**config.mk**
```make
export PLATFORM = sky130hd
export DESIGN_NAME = imem_arbiter
export DESIGN_NICKNAME = d
export VERILOG_FILES = /design/src/rtl/imem_arbiter.sv
export SDC_FILE = /design/constraint.sdc
export NUM_CORES = 1
export LEC_CHECK = 0
export CAP_MARGIN = 20
export CORE_MARGIN = 2
export CORE_UTILIZATION = 34
export CTS_BUF_LIST = sky130_fd_sc_hd__clkbuf_2 sky130_fd_sc_hd__clkbuf_4 sky130_fd_sc_hd__clkbuf_8
export CTS_CLUSTER_DIAMETER = 50
export DETAILED_ROUTE_END_ITERATION = 8
export PLACE_DENSITY = 0.95
export REMOVE_ABC_BUFFERS = 1
export SYNTH_ARGS = -nofsm -noshare
export SYNTH_HDL_FRONTEND = slang
export SYNTH_SLANG_ARGS = --single-unit
export TNS_END_PERCENT = 10
```
**constraint.sdc**
```tcl
create_clock -name clk -period 6.9 [get_ports clk]
set_input_delay 2.07 -clock clk [delete_from_list [all_inputs] [get_ports clk]]
set_output_delay 2.07 -clock clk [all_outputs]
set_load 0.01 [all_outputs]
```
**src/rtl/imem_arbiter.sv**
```systemverilog
// Store/fetch arbiter for the single-ported instruction RAM.
// Stores win by default; a burst limiter lets a waiting fetch through after MAX_ST_BURST stores.
module imem_arbiter #(
    parameter int         ADDR_W       = 12,
    parameter logic [3:0] REGION       = 4'hC,
    parameter int         MAX_ST_BURST = 4
) (
    input  logic              clk,
    input  logic              rst,
    input  logic              if_req,
    input  logic [29:0]       if_addr,
    input  logic              if_flush,
    output logic              if_gnt,
    output logic              if_rvalid,
    output logic [31:0]       if_rdata,
    input  logic              st_req,
    input  logic [29:0]       st_addr,
    input  logic [31:0]       st_wdata,
    input  logic [3:0]        st_be,
    output logic              st_gnt,
    output logic              st_err,
    output logic              mem_en,
    output logic [3:0]        mem_we,
    output logic [ADDR_W-1:0] mem_addr,
    output logic [31:0]       mem_wdata,
    input  logic [31:0]       mem_rdata
);
    localparam logic [3:0] MAX_RUN = 4'(MAX_ST_BURST);

    logic              r_pend;
    logic              r_st_err;
    logic [3:0]        r_run;
    logic [ADDR_W-1:0] r_addr;
    logic [31:0]       r_wdata;

    logic w_st_inreg;
    logic w_st_win;
    logic w_if_win;
    logic w_st_wr;
    logic w_unused_bits;

    // Grants are gated by reset so nothing reaches the RAM while rst is low.
    always_comb begin
        w_st_inreg = (st_addr[29:26] == REGION);
        w_st_win   = rst & st_req & (~if_req | (r_run != MAX_RUN));
        w_if_win   = rst & if_req & ~w_st_win;
        w_st_wr    = w_st_win & w_st_inreg;
    end

    assign w_unused_bits = ^{if_addr, st_addr};

    always_comb begin
        st_gnt    = w_st_win;
        if_gnt    = w_if_win;
        mem_en    = w_st_wr | w_if_win;
        mem_we    = w_st_wr ? st_be : 4'b0000;
        mem_addr  = r_addr;
        mem_wdata = r_wdata;
        if (w_st_wr) begin
            mem_addr  = st_addr[ADDR_W-1:0];
            mem_wdata = st_wdata;
        end else if (w_if_win) begin
            mem_addr  = if_addr[ADDR_W-1:0];
        end
        if_rvalid = r_pend & ~if_flush;
        if_rdata  = mem_rdata;
        st_err    = r_st_err;
    end

    always_ff @(posedge clk or negedge rst) begin
        if (!rst) begin
            r_pend   <= 1'b0;
            r_st_err <= 1'b0;
            r_run    <= 4'd0;
            r_addr   <= '0;
            r_wdata  <= '0;
        end else begin
            r_pend   <= w_if_win;
            r_st_err <= w_st_win & ~w_st_inreg;
            r_addr   <= mem_addr;
            r_wdata  <= mem_wdata;
            // run only counts stores that overtook a waiting fetch
            if (!if_req || w_if_win)
                r_run <= 4'd0;
            else if (w_st_win && (r_run != MAX_RUN))
                r_run <= r_run + 4'd1;
        end
    end
endmodule

```
; Word level (Yosys, flattened, before mapping)
; Index checks and enable logic that the tools add are counted.
[word_totals]
reg_bits = 50
latchBits = 0
ram_bits = 0
mem_bits_ro = 0
out_inout_bits = 85
memories = 0
[classes]
add_sub_neg = 1
n_mul = 0
n_div = 0
magnitude_cmp = 0
n_eq_ne = 2
shift = 0
n_mux = 6
bitwise = 13
reduce_logical = 4
[ops]
columns = operator, n
row1 = two-way mux 32 bit, 1
row2 = two-way mux 12 bit, 2
row3 = two-way mux 4 bit, 3
row4 = AND 1 bit, 7
row5 = adder 4 x 1 -> 4 bit (second input constant), 1
row6 = == test 4 bit (second input constant), 1
row7 = inequality test 4 x 3 -> 1 bit (second input constant), 1
row8 = inverter 1 bit, 4
row9 = bitwise OR 1 bit, 2
row10 = nonzero test 2 bit, 1
row11 = logical AND 1 bit, 1
row12 = logical NOT 1 bit, 1
row13 = logical OR 1 bit, 1

; Depth between registers and ports, before layout
[depth]
depth_word = 7
ltp_mapped = 8
mapped_depth_nobuf = 7

; Worst setup path after synthesis
; Ideal clock, no wire load.
[synth_path]
kind = in2out
start = in st_addr[26]
end = out mem_addr[10]
arrival_ns = 3.203
required_time_ns = 4.830
setup_slack_ns = 1.627
path_stages = 6
n_path_buf = 2
path_cell_list = and4bb_2 o2111a_1 buf_6 buf_2 a21oi_1 a2bb2oi_1
[synth_between]
elab_chain_len = 3
[synth_lines]
columns = element, line
row1 = from (decl), 17  ; input logic [29:0] st_addr,
row2 = == test 4 bit, 44  ; w_st_inreg = (st_addr[29:26] == REGION);
row3 = AND 1 bit, 47  ; w_st_wr = w_st_win & w_st_inreg;
row4 = two-way mux 12 bit, 59  ; if (w_st_wr) begin
row5 = to (decl), 24  ; output logic [ADDR_W-1:0] mem_addr,
; No other way between the ends.

; Worst setup path in the final report
[layout_path]
start = in st_addr[26]
end = out mem_addr[6]
; The elaborated chain is that of the path after synthesis.

==> out/summary.txt <==
status -> finished clean
WL/cell -> 18.5 um
cell mode on critical path -> clkdlybuf4s50_1
diode count -> 0
post-CTS sizing -> 0
Synth Warn # -> 0
flop2flop setup slack -> 4.98 ns
crit path capture type -> primary output
multi-input combinational cell area -> 810 um2
Yosys top cell area share -> 52.6%
number of DRC markers in iteration 0 -> 67
Worst-Margin Slew -> 0.463 ns
fmax -> 0.157 GHz
Synth area leaders -> dfrtp_1, mux2_2, buf_4
skew final -> 0.00485 ns
LEAKAGE -> 1.53 nW
RSZ-0062 raised after global routing -> no
crit path kind -> input port to primary output
Crit path arrival time -> 4.28 ns
CP Max Fanout -> 27
Remaining Overflow, GRT -> 0
final setup fails -> 0
final worst path period need -> 6.35 ns
num ports -> 218
detailed placement HPWL -> 5.52 mm
beginning of the worst register-to-register path -> r_run[1]
drc violations -> 0
CP peak stage delay -> 0.63 ns
IO Port Bufs -> 121
Slowest cell on crit path -> clkdlybuf4s50_1
length of the first detailed-routing pass in iterations -> 4
hold crit path type -> flip-flop to flip-flop
Die Area -> 7680 um2
CTS H-tree depth -> 2
Final Max Slew Viols -> 0
RePlAce Congestion -> 0.691
CTS Sinks -> 50
cts hold-fix bufs -> 0
clock root buffer -> clkbuf_8
Post-Syn Area -> 2380 um2
CP required -> 4.83 ns
share of cells above drive strength 1 -> 16.8%
Cell variety after synth -> 27
Final ANT Viol Nets -> 0
commonest non-fill, non-tap cells in the layout -> clkdlybuf4s50_1, dfrtp_1, mux2_2, nand2_1, a21oi_1
clock slew at reported path FFs -> 0.09 ns
total power -> 0.000799 W
fin nets -> 425
total track usage -> 18.5%
Syn-to-layout area delta -> 49.4%
setup TNS -> 0 ns
CTS tree -> yes
Clock Latency Late Sink -> 0.29 ns
Tcrit/Tclk final -> 92.0%
vias per inst -> 4.82
VDD IR max -> 0.118 mV
first-pass GRT wire length -> 10.3 mm
relative slew slack -> 69.1%
Die W -> 87.6 um
syn_area_per_cell -> 12.0 um2
Clock Tree Buf Depth -> 2
Worst R2R Path Depth -> 6
crit path cell chain -> clkdlybuf4s50_1 > and4bb_2 > o2111a_2 > buf_4 > a21oi_1 > a2bb2oi_1 > clkdlybuf4s50_1
sequential share of the synthesized area -> 52.6%
largest net degree at the start of global routing -> 30
Hold Slack -> 0.501 ns
Final Hold Fails -> 0
Setup Buffers After CTS -> 0
vias in the first global route -> 1926
via count -> 1866
fill cell count -> 577
Yosys top cell by area -> dfrtp_1
Worst Setup EP -> mem_addr[6]
area of the core -> 6790 um2
Cells after Synth -> 198
Row Count -> 30
critical path launch point type -> input port
CP startpoint -> st_addr[26]
initial antenna violation count -> 0
Starting Density -> 35.0%
pwr dens -> 225 nW/um2
most common cell after layout, fill and taps aside -> clkdlybuf4s50_1
final WL -> 7.15 mm
Max Cap Viol -> 0
reg2reg end -> r_wdata[16]
number of synthesized register bits -> 50
TritonCTS Buffers -> 5
FF+latch area -> 1250 um2
Die Y -> 87.6 um
==> final cells by class <==
cell class	count	share of cell area, %
clock buffer	7	2.71
clock inverter	1	0.247
inverter	6	0.634
multi-input combinational	101	22.8
sequential	50	35.2
tap	96	3.38
timing repair buffer	126	35.0
==> cells by family after synthesis <==
group	Yosys count	share of synthesized area, %
flops	50	52.6
buf+inv	47	13.4
simple gates	34	7.42
mux	33	16.3
compound gates	32	9.26
fa+ha+maj	2	1.05
==> flip-flops by register name (all words and copies together), names as in the netlist <==
register	count
r_addr	12
r_run	4
r_wdata	32
r_pend	1
st_err	1
==> routing by layer <==
layer / global-route usage [%] / part of all wire, %
met2: 26.5 / 42
met3: 15.6 / 19
met1: 20.8 / 38
met4: 5.03 / 0.84
met5: 0 / 0
==> stage by stage <==
step / utilization (%) / setup slack [ns] / cells / instance area, um2
after global routing: 52.3 / 0.433 / 387 / 3550
final: 52.3 / 0.549 / 387 / 3550
after CTS: 52.3 / 0.536 / 387 / 3550
after global placement: 50.7 / 0.543 / 379 / 3450
after detailed placement: 50.7 / 0.552 / 379 / 3450
after floorplan: - / 0.851 / 157 / 2080
==> where the power goes <==
part           total (W)  switching [W]  internal, W
registers       0.000354      0.0000125     0.000342
logic           0.000257      0.0000967     0.000160
clock network   0.000188      0.0000960    0.0000920
total           0.000799       0.000205     0.000594
==> Yosys cell counts <==
master and n:
nand2_1 16, nand4_1 1, buf_4 32, clkbuf_1 2, nor3b_1 1, and3b_1 1
and2_1 5, a21boi_0 1, nand3_1 2, a21o_1 1, nor2b_1 2, mux2_4 4
o2111a_1 1, buf_6 2, o22ai_1 1, inv_1 6, nand2b_1 2, a2bb2oi_1 12
ha_1 2, buf_2 5, nand3b_1 1, mux2_2 29, a21oi_1 15, and4bb_2 1
o31ai_1 1, dfrtp_1 50, nor2_1 2
==> critical path: cells and delay by family <==
family,cells,cell delay [ns]
buffers and inverters,3,1.34
AOI/OAI and AO/OA,3,0.55
and+or+nand+nor,1,0.33
==> worst min path at each step <==
stage	start	endpoint	cells after the start
floorplan	r_wdata[20]	r_wdata[20]	1
global placement	r_wdata[21]	r_wdata[21]	1
detailed placement	r_wdata[21]	r_wdata[21]	1
CTS	r_wdata[21]	r_wdata[21]	1
global route	r_wdata[22]	r_wdata[22]	1
finish	r_wdata[21]	r_wdata[21]	1
(Power assumes the default switching activity.)
